$ cat src/rtl/hilo_unit.sv
// hilo_unit: HI/LO register file for the multiply/divide unit.
// It sequences in-flight multiply/divide operations, accepts MTHI/MTLO writes
// and serves MFHI/MFLO reads with a stall while an operation is in flight.
//
//   state     | meaning
//   ----------+--------------------------------------------------------
//   IDLE      | nothing in flight; MT writes and MF reads are accepted
//   MULT_BUSY | multiply issued, waiting for mult_done
//   DIV_BUSY  | divide issued, waiting for div_done
module hilo_unit #(
    parameter int WIDTH = 32
) (
    input  logic             clk,
    input  logic             reset,
    input  logic             mult_start,
    input  logic             div_start,
    input  logic             mult_done,
    input  logic [WIDTH-1:0] mult_hi,
    input  logic [WIDTH-1:0] mult_lo,
    input  logic             div_done,
    input  logic [WIDTH-1:0] div_hi,
    input  logic [WIDTH-1:0] div_lo,
    input  logic             div_zero,
    input  logic             mthi_we,
    input  logic             mtlo_we,
    input  logic [WIDTH-1:0] mt_data,
    input  logic             mf_req,
    input  logic             mf_sel,
    output logic [WIDTH-1:0] hi_out,
    output logic [WIDTH-1:0] lo_out,
    output logic [WIDTH-1:0] mf_data,
    output logic             mf_valid,
    output logic             busy,
    output logic             stall,
    output logic             div_zero_err
);

    typedef enum logic [1:0] {
        IDLE      = 2'd0,
        MULT_BUSY = 2'd1,
        DIV_BUSY  = 2'd2
    } state_t;

    state_t           state;
    state_t           state_nxt;
    logic [WIDTH-1:0] hi;
    logic [WIDTH-1:0] lo;
    logic             mult_fin;
    logic             div_fin;
    logic             mf_take;
    logic [WIDTH-1:0] mf_fwd;

    assign busy     = (state != IDLE);
    assign stall    = mf_req & busy;
    assign hi_out   = hi;
    assign lo_out   = lo;
    // Done pulses only count when they belong to the operation in flight.
    assign mult_fin = (state == MULT_BUSY) && mult_done;
    assign div_fin  = (state == DIV_BUSY) && div_done;
    assign mf_take  = mf_req && !busy;

    // State register.
    always_ff @(posedge clk or posedge reset) begin
        if (reset) begin
            state <= IDLE;
        end else begin
            state <= state_nxt;
        end
    end

    // Next-state logic; multiply wins if both starts arrive together.
    always_comb begin
        state_nxt = state;
        case (state)
            IDLE: begin
                if (mult_start) begin
                    state_nxt = MULT_BUSY;
                end else if (div_start) begin
                    state_nxt = DIV_BUSY;
                end
            end
            MULT_BUSY: begin
                if (mult_done) begin
                    state_nxt = IDLE;
                end
            end
            DIV_BUSY: begin
                if (div_done) begin
                    state_nxt = IDLE;
                end
            end
            default: state_nxt = IDLE;
        endcase
    end

    // HI/LO update: results on completion, MT writes only when idle.
    always_ff @(posedge clk or posedge reset) begin
        if (reset) begin
            hi <= '0;
            lo <= '0;
        end else if (mult_fin) begin
            hi <= mult_hi;
            lo <= mult_lo;
        end else if (div_fin) begin
            if (!div_zero) begin
                hi <= div_hi;
                lo <= div_lo;
            end
        end else if (!busy) begin
            if (mthi_we) begin
                hi <= mt_data;
            end
            if (mtlo_we) begin
                lo <= mt_data;
            end
        end
    end

    // One-cycle flag when a divide completes with a zero divisor.
    always_ff @(posedge clk or posedge reset) begin
        if (reset) begin
            div_zero_err <= 1'b0;
        end else begin
            div_zero_err <= div_fin && div_zero;
        end
    end

    // Read source: an MT write to the selected register this cycle is
    // forwarded so the reader sees the value HI/LO will hold after the edge.
    always_comb begin
        mf_fwd = lo;
        if (mf_sel) begin
            mf_fwd = mthi_we ? mt_data : hi;
        end else begin
            mf_fwd = mtlo_we ? mt_data : lo;
        end
    end

    // Registered read port; mf_data holds its value between reads.
    always_ff @(posedge clk or posedge reset) begin
        if (reset) begin
            mf_data  <= '0;
            mf_valid <= 1'b0;
        end else begin
            mf_valid <= mf_take;
            if (mf_take) begin
                mf_data <= mf_fwd;
            end
        end
    end

endmodule

$ cat config.mk
export PLATFORM = sky130hd
export DESIGN_NAME = hilo_unit
export DESIGN_NICKNAME = d
export VERILOG_FILES = /design/src/rtl/hilo_unit.sv
export SDC_FILE = /design/constraint.sdc
export NUM_CORES = 1
export LEC_CHECK = 0
export CAP_MARGIN = 0
export CORE_MARGIN = 3
export CORE_UTILIZATION = 30
export CTS_BUF_LIST = sky130_fd_sc_hd__clkbuf_4 sky130_fd_sc_hd__clkbuf_8
export DETAILED_ROUTE_END_ITERATION = 8
export GPL_ROUTABILITY_DRIVEN = 0
export PLACE_DENSITY = 0.6
export SYNTH_ARGS = -nofsm -noshare
export SYNTH_HDL_FRONTEND = slang
export SYNTH_SLANG_ARGS = --single-unit
$ cat constraint.sdc
create_clock -name clk -period 3.8 [get_ports clk]
set_clock_uncertainty 0.2 [all_clocks]
set_input_delay 1.14 -clock clk [delete_from_list [all_inputs] [get_ports clk]]
set_output_delay 1.14 -clock clk [all_outputs]
set_load 0.005 [all_outputs]
# == Word-level counts from Yosys, hierarchy flattened ==
# Cells that the tools add are included.
# op_classes
add_sub_neg,0
multipliers,0
n_div,0
n_lt_le_gt_ge,0
n_eq_ne,7
shifts,0
n_mux,16
bitwise,1
reduce_logical,9
# op_table
operator,count
two-way mux 32 bit,11
two-way mux 2 bit,4
"inequality test 3 bit, second input constant",2
case mux 2 bit (3 select lines),1
logical AND 1 bit,4
"inequality test 2 bit, second input constant",2
"inequality test 3 x 1 -> 1 bit, second input constant",1
AND reduction 3 bit,1
"== test 2 x 1 -> 1 bit, second input constant",1
"== test 2 bit, second input constant",1
zero test 2 bit,1
AND reduction 2 bit,1
nonzero test 2 bit,1
bitwise AND 1 bit,1
zero test 1 bit,1
# totals
regBits,100
latch_bits,0
ram_bits,0
mem_bits_ro,0
input_bits,171
output_inout_bits,100
elab_cells,39
memories,0

# == Logic depth before layout (Yosys ltp) ==
# depth
word_depth,4
depth_mapped,6
depth_no_buf,3

# == Least setup slack after synthesis ==
# No wires, ideal clock.
# synth_path
path_type,input to output
startpoint,input mf_req
endpoint,output stall
arrival_time_ps,1265
required_ps,2460
setup_slack_ps,1195
cell_stages,1
path_buffers,0
cell_sequence,and2_1
# synth_via
elab_chain_len,1
# synth_lines
element,line_no,text
from (decl),27,"input logic mf_req,"
bitwise AND 1 bit,54,assign stall = mf_req & busy;
to (decl),34,"output logic stall,"
# Every way passes these cells.

# == Worst setup path after layout ==
# Ends and elaborated chain as after synthesis.

==> results.md <==
* Postcts setup bufs at 0
* Power per cell area at ~600 nW/um^2
* CP Depth at 3
* # hold bufs at CTS at 0
* Die Footprint at between 20000 and 25000 sq um
* DRT iter0 DRCs at 231
* TritonCTS clock tree: yes
* Most frequent CP cell: clkdlybuf4s50_1
* Initial antenna violation count at 1
* Max_cap viols at 0
* Die W at roughly 150 um
* Initial core utilization at 30.8%
* Area grow syn2layout at 51.9%
* Status: completed
* Routed wire length at ~22000 um
* Clk slew on worst S/H paths at ~0.09 ns
* Synthesized net count at between 700 and 800
* Layout cells sized above 1 at between 10% and 20%
* Total negative slack at 0 ns
* Sequential cell area fraction in the yosys report at 41.5%
* Distinct cells, synth at 28
* Critical path peak fanout at 2
* Final setup fails at 0
* Remaining routing DRC violations at 0
* CP max stage cell: clkdlybuf4s50_1
* Setup crit start kind: primary input
* Crit path required time at 2.46 ns
* # IOs at between 200 and 300
* CTS buffer count at 9
* Die Y-Extent at 148 um
* Crit path max-delay family: buffers and inverters
* Slowest stage delay, CP at just under 0.5 ns
* Root Driver: clkbuf_8
* Final min period at around 3.6 ns
* Total power at roughly 5.5 mW
* Synthesized flop and latch total at 100
* Worst R2R Setup Slack at roughly 1.7 ns
* Hold WC Path Type: reg2reg
* Top_reg_cell synth: dfrtp_1
* Final period util at a little over nine tenths
* TritonRoute pass-1 iters at 4
* Post-CTS sizing at 0
* Max Clock Freq at around 0.28 GHz
* Avg Inst Size Synth at between 10 and 15 sq um
* Drt wl/cell at slightly below 20 um
* Worst-Skew Late Latency at about 0.38 ns
* Post-synth top cells: dfrtp_1 (100), nand2_1 (89), mux2i_1 (88), inv_1 (69), mux2_2 (64)
* Cells along the critical path: clkdlybuf4s50_1, and2_1, clkdlybuf4s50_1
* RR Endpoint: hi_out[4]
* Yosys top cell by area: dfrtp_1
* Worst-case vdd ir drop at around 0.25 mV
* Crit path to: stall
* Vias in the first global route at between 5000 and 6000
* Port Buffers at 270
* Crit Reg-Reg Startpoint: state[1]
* H-tree depth at 3
* Buf/Inv on CP at 2
* Async SR Flop Fraction at 100%
* Clock Sinks at 100
* Syn. warnings at 0
* Top-area cell type share of the netlist area at between 40% and 50%
* Pin count of the biggest net entering global routing at 101
* Grt ovf at 0
* Row cnt at between 50 and 60
* NumNets Final at roughly 1000
* Arrival time at the worst endpoint at ~2.2 ns
* Worst Setup SP: mf_req
* Post-Synthesis Cells at around 600
* Top cells by area, synth: dfrtp_1 (42%), mux2i_1 (15%), mux2_2 (12%)
* Final Hold Fails at 0
* DRT antenna net count at 0
* ANT cells at 0
* Critical path class: in2out
* Pleak at about 4.1 nW
* First-pass GRT wire length at 33600 um
* Max Slew Vio Count at 0
* Number of flops mapped to enable cells by yosys at 0
* Mapped Area at 6030 sq um
* Core area at 19600 sq um
* Worst r2r path cells at 5
* Via count at around 5400
* Crit end category: output port
* HPWL after DPL at ~15000 um
* Worst-Margin Slew at roughly 0.74 ns
* Via density at 4.85
* Gr usage total at between 10% and 20%
* Most common cell in the netlist: dfrtp_1
* Unrepaired setup endpoints after global routing: false
* Slew Limit Headroom at between 50 and 60%
* Clock buffer depth at 2
-- worst min-delay path, stage by stage (launching register included) --
cell and delay [ns]:
dfrtp_1 0.35, nand2_1 0.05, o21ai_0 0.06
-- worst min-delay path by stage --
stage / start / to / slack (ns) / cells after the start
after floorplan: mf_data[15] / mf_data[15] / 0.27 / 2
after global placement: mf_data[5] / mf_data[5] / 0.26 / 2
after detailed placement: mf_data[24] / mf_data[24] / 0.27 / 2
after CTS: mf_data[24] / mf_data[24] / 0.29 / 2
after global routing: mf_data[0] / mf_data[0] / 0.32 / 2
final: mf_data[24] / mf_data[24] / 0.29 / 2
-- final cells by class --
cell class	instances	area (sq um)
clock inverter	3	21.3
tap	265	332
timing repair buffer	283	2870
inverter	69	263
multi-input combinational	380	3000
clock buffer	13	160
sequential	100	2500
fill	1902	10400
-- registers in the layout, summed over array words and instances (netlist names) --
name / cells
hi_out: 32
lo_out: 32
mf_data: 32
state: 2
div_zero_err: 1
mf_valid: 1
-- cells in the final DEF (no fill, tap or decap), drive strengths merged --
cell type	count
a21oi	1
a22oi	1
a2bb2oi	1
a32oi	8
and2	2
and3b	2
buf	16
clkbuf	13
clkdlybuf4s50	267
clkinv	1
clkinvlp	2
dfrtp	100
inv	69
mux2	64
mux2i	88
nand2	89
nand2b	1
nand3b	2
nand4bb	8
nor2	3
nor2b	2
o211ai	8
o21ai	42
o221ai	56
o2bb2ai	1
or3b	1
-- logic make-up after synthesis --
kind of cell    synth area share (%)
compound gates                  14.4
simple gates                    8.49
buf+inv                         9.01
mux                             26.6
flops                           41.5
-- metrics by stage --
step	cells	utilization, %	setup slack, ns	hold slack, ns	cell area [sq um]
after detailed placement	1097	45.8	0.238	0.269	8970
final	1113	46.7	0.240	0.286	9160
after global routing	1113	46.7	0.216	0.320	9160
after CTS	1113	46.7	0.233	0.290	9160
after global placement	1097	45.8	0.240	0.260	8970
after floorplan	598	-	1.20	0.273	6030
-- per-layer routing --
| layer | routed length (um) | global-route usage [%] | part of all wire [%] | up-vias |
|---|---|---|---|---|
| li1 | - | - | - | 2626 |
| met1 | 9760 | 26.6 | 44 | 2567 |
| met2 | 10400 | 31.9 | 47 | 177 |
| met3 | 1580 | 5.00 | 7.1 | 26 |
| met4 | 373 | 5.36 | 1.7 | 2 |
| met5 | 13 | 0 | 0.059 | - |
-- report_power, final --
part,switching [mW],internal (mW)
clock network,0.404,0.281
registers,0.370,1.58
logic,1.19,1.68
total,1.96,3.55
(Power assumes the default switching activity.)
